==> src/rtl/queue_reduce_sequencer.sv <==
// queue_reduce_sequencer: drives a 5-entry calculator queue. It pushes an
// operand stream, reduces the front pair until one value remains, then pops
// that value out over a valid/ready result port.
module queue_reduce_sequencer #(
  parameter int unsigned WIDTH = 8,
  parameter int unsigned DEPTH = 5
) (
  input  logic               clk,
  input  logic               rst,
  input  logic               in_valid,
  input  logic [WIDTH-1:0]   in_data,
  input  logic               in_last,
  output logic               in_ready,
  input  logic [1:0]         alu_op,
  output logic               out_valid,
  output logic [WIDTH-1:0]   out_data,
  input  logic               out_ready,
  output logic               busy,
  output logic               err,
  output logic [1:0]         q_opcode,
  output logic [WIDTH-1:0]   q_back,
  input  logic [2*WIDTH-1:0] q_top_conc,
  input  logic               q_is_empty,
  input  logic               q_is_err
);

  localparam int unsigned CW = $clog2(DEPTH + 1);
  localparam logic [CW-1:0] DEPTH_C = CW'(DEPTH);
  localparam logic [CW-1:0] TWO_C   = CW'(2);

  typedef enum logic [1:0] {
    LOAD   = 2'd0,
    REDUCE = 2'd1,
    EMIT   = 2'd2,
    ERR    = 2'd3
  } state_t;

  typedef enum logic [1:0] {
    Q_PUSH   = 2'b00,
    Q_NOP    = 2'b01,
    Q_REDUCE = 2'b10,
    Q_POP    = 2'b11
  } qop_t;

  state_t          state_q, state_d;
  logic [CW-1:0]   cnt_q, cnt_d;
  logic [1:0]      op_q, op_d;
  logic            first_q, first_d;
  logic            err_q, err_d;
  qop_t            q_op;
  logic [1:0]      eff_op;
  logic [WIDTH-1:0] reduce_val;

  // All operations wrap modulo 2^WIDTH; sub is front minus second.
  function automatic logic [WIDTH-1:0] alu(input logic [1:0]       op,
                                           input logic [WIDTH-1:0] a,
                                           input logic [WIDTH-1:0] b);
    case (op)
      2'b00:   return a + b;
      2'b01:   return a - b;
      2'b10:   return a & b;
      default: return a ^ b;
    endcase
  endfunction

  // State, occupancy, latched opcode and sticky error registers.
  always_ff @(posedge clk) begin
    if (rst) begin
      state_q <= LOAD;
      cnt_q   <= '0;
      op_q    <= '0;
      first_q <= 1'b1;
      err_q   <= 1'b0;
    end else begin
      state_q <= state_d;
      cnt_q   <= cnt_d;
      op_q    <= op_d;
      first_q <= first_d;
      err_q   <= err_d;
    end
  end

  // Next-state, queue command and handshake decode. Outputs are forced to
  // their idle values while rst is high so the queue sees NOP during reset.
  always_comb begin
    state_d    = state_q;
    cnt_d      = cnt_q;
    op_d       = op_q;
    first_d    = first_q;
    err_d      = err_q;
    q_op       = Q_NOP;
    q_back     = '0;
    in_ready   = 1'b0;
    out_valid  = 1'b0;
    out_data   = '0;
    eff_op     = first_q ? alu_op : op_q;
    reduce_val = alu(eff_op, q_top_conc[WIDTH-1:0], q_top_conc[2*WIDTH-1:WIDTH]);

    if (!rst) begin
      unique case (state_q)
        LOAD: begin
          if (cnt_q < DEPTH_C) begin
            in_ready = 1'b1;
            if (in_valid) begin
              q_op   = Q_PUSH;
              q_back = in_data;
              cnt_d  = cnt_q + 1'b1;
              if (first_q) begin
                op_d    = alu_op;
                first_d = 1'b0;
              end
              if (in_last) begin
                state_d = (cnt_q == '0) ? EMIT : REDUCE;
              end
            end
          end else begin
            // Full queue: fold the front pair to free a slot, so long
            // expressions stream through a fixed-depth queue.
            q_op   = Q_REDUCE;
            q_back = reduce_val;
            cnt_d  = cnt_q - 1'b1;
          end
        end
        REDUCE: begin
          q_op   = Q_REDUCE;
          q_back = reduce_val;
          cnt_d  = cnt_q - 1'b1;
          if (cnt_q <= TWO_C) begin
            state_d = EMIT;
          end
        end
        EMIT: begin
          out_valid = 1'b1;
          out_data  = q_top_conc[WIDTH-1:0];
          if (out_ready) begin
            q_op    = Q_POP;
            cnt_d   = '0;
            first_d = 1'b1;
            state_d = LOAD;
          end
        end
        ERR: begin
        end
      endcase

      if (q_is_err || (q_is_empty && (state_q == REDUCE || state_q == EMIT))) begin
        state_d = ERR;
        err_d   = 1'b1;
      end
    end
  end

  assign q_opcode = q_op;
  assign err      = err_q;
  assign busy     = (state_q != LOAD) || (cnt_q != '0);

endmodule

==> config.mk <==
export PLATFORM = sky130hd
export DESIGN_NAME = queue_reduce_sequencer
export DESIGN_NICKNAME = d
export VERILOG_FILES = /design/src/rtl/queue_reduce_sequencer.sv
export SDC_FILE = /design/constraint.sdc
export NUM_CORES = 1
export LEC_CHECK = 0
export ABC_AREA = 1
export ABC_CLOCK_PERIOD_IN_PS = 4750
export CAP_MARGIN = 15
export CORE_ASPECT_RATIO = 1.25
export CORE_MARGIN = 1.5
export CORE_UTILIZATION = 47
export DETAILED_ROUTE_END_ITERATION = 10
export PLACE_DENSITY = 0.82
export SETUP_SLACK_MARGIN = 0.1
export SYNTH_ARGS = -nofsm -noshare
export SYNTH_HDL_FRONTEND = slang
export SYNTH_SLANG_ARGS = --single-unit
==> constraint.sdc <==
create_clock -name clk -period 4.75 [get_ports clk]
set_input_delay 1.425 -clock clk [delete_from_list [all_inputs] [get_ports clk]]
set_output_delay 1.425 -clock clk [all_outputs]
set_load 0.01 [all_outputs]
==> results.md, run 1 <==
- Mux cell area share after synthesis: 0%
- Placed Area: 2460 um2
- Design area: 2780 um2
- Die W: 56.0 um
- Number of global-route vias before repair: 2259
- Max FO, Critical Path: 3
- Cells on Worst Hold Path: 1
- Full die area: 3870 um2
- Max-cap viol count: 0
- Max-slew violation count: 0
- Remaining DRCs: 0
- Max Clock Freq: 202 MHz
- Starting Density: 50.2%
- Placed cell count: 395
- Top post-synthesis cells by count: nand2_1 (68), inv_1 (45), nor2_1 (31)
- WHS Endpoint: op_q[1]
- Site Rows: 23
- Pre-Repair DR Iteration Count: 7
- Hold path start: op_q[1]
- Post-synth EDFFs: 0
- Routed wire per std cell: 16.1 um
- Share of cells above drive strength 1: 31.7%
- Port bufs: 54
- CP Launch Type: primary input
- Worst path arrival time: 3.52 ns
- Post-synthesis area per instance: 5.97 um2
- Critical path class: primary input to output port
- Die Y: 69.2 um
- CTS tree: built
- Final min period: 4.95 ns
- Net count reported at finish: 434
- Peak VDD IR: 0.000288 V
- Top-count cell post-synth: nand2_1
- Routed wire length: 6.62 mm
- Core area: 3280 um2
- CTS max path bufs: 2
- Failing checks: negative setup slack
- Post-synthesis sequential area ratio: 10.9%
- Largest net degree at the start of global routing: 13
- Final Skew: 0.00995 ns
- RSZ-0062 raised after global routing: true
- Antenna diode count: 0
- Overall via count from detail_route: 2323
- Gr ovfl total: 0
- Critical Path End Type: output port
- Simple-gate share of the synthesized area: 34.2%
- Leakage: 1.40 nW
- Final worst setup slack: -0.197 ns
- Power per standard cell area: 315 nW/um2
- Utilization after layout: 84.8%
- CP Data Required Time: 3.32 ns
- R2R cell count: 9
- Gp weighted congestion: 0.873
- Total Routing Usage GR: 30.0%
- Antenna-violating nets left: 0
- Initial antenna violation count: 0
- Adder-cell share of the synthesized area: 19.4%
- R2R Path End: state_q[0]
- Slew @ Worst Pin: 0.408 ns
- Area leader, netlist: ha_1
- Syn Nets: 334
- Clock Latency Late Sink: 0.24 ns
- Reg2reg setup slack: 2.81 ns
- Vias per inst: 5.64
- First-pass GRT wire length: 9.61 mm
- Hold Fails Final Rpt: 0
- Fin crit share: 104%
- Ys flop type: dfxtp_1
- Synth area leaders: ha_1 (18%), nand2_1 (15%), dfxtp_1 (11%)
- Warnings, synthesis: 0
- Yosys reg bits: 9
- Ys async rst share: 0%
- # IOs: 55
- Hold-fix buffers, CTS: 0
- Netlist cell types: 34
- Final setup fails: 4
- Compound-Gate Fraction of Synth Area: 16.4%
- Number of DRC markers in iteration 0: 185
- Number of buffers created by CTS: 3
- HP Class: flop to flop
- Clock-pin slew on the worst setup and hold paths: 0.04 ns
- Run status: finished, violations left
- CTS root buffer: clkbuf_8
- R2r startpoint: state_q[0]
- Largest family of logic cells by synthesized area: simple AND/OR/NAND/NOR gates
- Post-Syn Area: 1650 um2
- Final cell count without fillers: 412
- Worst slew margin: 72.7%
- Htree depth: 1
- Syn Inst Count: 276
- Yosys top cell area share: 18.2%
- CTS Sinks: 9
- Synth Area in XOR/XNOR: 6.38%
- DP HPWL: 4.00 mm
- Area Overhead vs Synth: 68.9%
## worst max-delay path by stage
stage | startpoint | to | slack, ns | cells after the start
floorplan | q_top_conc[9] | q_back[7] | 0.11 | 17
global placement | q_top_conc[9] | q_back[7] | -0.93 | 17
detailed placement | q_top_conc[9] | q_back[7] | -0.99 | 17
CTS | q_top_conc[9] | q_back[7] | -0.15 | 19
global route | q_top_conc[9] | q_back[7] | -0.33 | 19
finish | q_top_conc[9] | q_back[7] | -0.20 | 19
## cell families after synthesis
kind of cell,after synthesis
DFF,9
adders and majority gates,25
AOI/OAI and AO/OA,45
buffers and inverters,55
xor gates and xnor gates,12
and+or+nand+nor,130
## placed cells by master (no fill, tap or decap), drive strengths merged
cell            n
or2             2
o22ai           2
clkdlybuf4s15   1
nand3          14
clkinv          1
a21oi          17
o21a            1
a211oi          3
nand2          74
clkbuf          6
nand4           4
o21ai          16
nor2           32
ha             24
dfxtp           9
o211ai          2
clkdlybuf4s50  38
xnor2           4
dlymetal6s2s    1
inv            50
fa              1
nor3            4
xor2            8
buf            55
dlygate4sd2     2
a31oi           2
a22oi           1
o31ai           1
## power breakdown
group,switching [mW],internal [mW]
combinational,0.372,0.295
sequential,0.0233,0.0946
clock,0.0321,0.0586
total,0.428,0.448
## cell type report
class                           instances  area [um2]
Multi-Input combinational cell        212        1440
Timing Repair Buffer                   99         872
Fill cell                             210         498
Inverter                               51         196
Sequential cell                         9         180
Tap cell                               37        46.3
Clock buffer                            4        45.0
## critical path, stage by stage
cell	delay, ns
buf_6	0.10
inv_4	0.05
ha_4	0.13
inv_2	0.04
nor3_2	0.13
inv_2	0.09
o31ai_4	0.18
xor2_1	0.22
ha_1	0.30
nand2_2	0.11
inv_2	0.05
nand2_1	0.06
nand2_1	0.06
a21oi_2	0.12
nand3_1	0.10
nand3_2	0.07
nand2_2	0.05
a21oi_2	0.10
buf_2	0.14
## registers in the layout, summed over array words and instances, names as in the netlist
name / flops
err: 1
first_q: 1
cnt_q: 3
op_q: 2
state_q: 2
## routing by layer
| metal | GRT usage (%) | part of all wire (%) | wire length (um) | vias up |
|---|---|---|---|---|
| met5 | 0 | 0 | 0 | - |
| met4 | 14.0 | 5.4 | 357 | 0 |
| met3 | 1.68 | 6.8 | 451 | 46 |
| met2 | 54.8 | 51 | 3340 | 153 |
| met1 | 35.0 | 37 | 2470 | 1047 |
| li1 | - | - | - | 1077 |
## through the flow
step	setup slack [ns]	power, mW	hold slack [ns]	setup TNS, ns
6_report	-0.197	0.876	0.459	-0.510
4_1_cts	-0.152	0.799	0.462	-0.192
2_1_floorplan	0.115	0.457	0.441	0
3_3_place_gp	-0.931	0.645	0.447	-5.23
3_5_place_dp	-0.991	0.664	0.453	-5.47
5_1_grt	-0.326	0.932	0.496	-0.941
## repair_timing
action                                 4_1_cts  5_1_grt
endpoints found under the hold margin        0        0
pin swaps                                   37       30
setup buffers                               13        2
gates resized for setup                     87       26
setup endpoints to repair                    8        7
No activity file was read; power rests on OpenSTA's default activity.
==> run 2: changes to the inputs <==
--- a/config.mk
+++ b/config.mk
@@ -11,6 +11,7 @@
 export CORE_ASPECT_RATIO = 1.25
 export CORE_MARGIN = 1.5
 export CORE_UTILIZATION = 47
+export CTS_CLUSTER_SIZE = 24
 export DETAILED_ROUTE_END_ITERATION = 10
 export PLACE_DENSITY = 0.82
 export SETUP_SLACK_MARGIN = 0.1
==> results of run 2 <==
No change in the layout: final DEF, timing and power equal those of run 1.
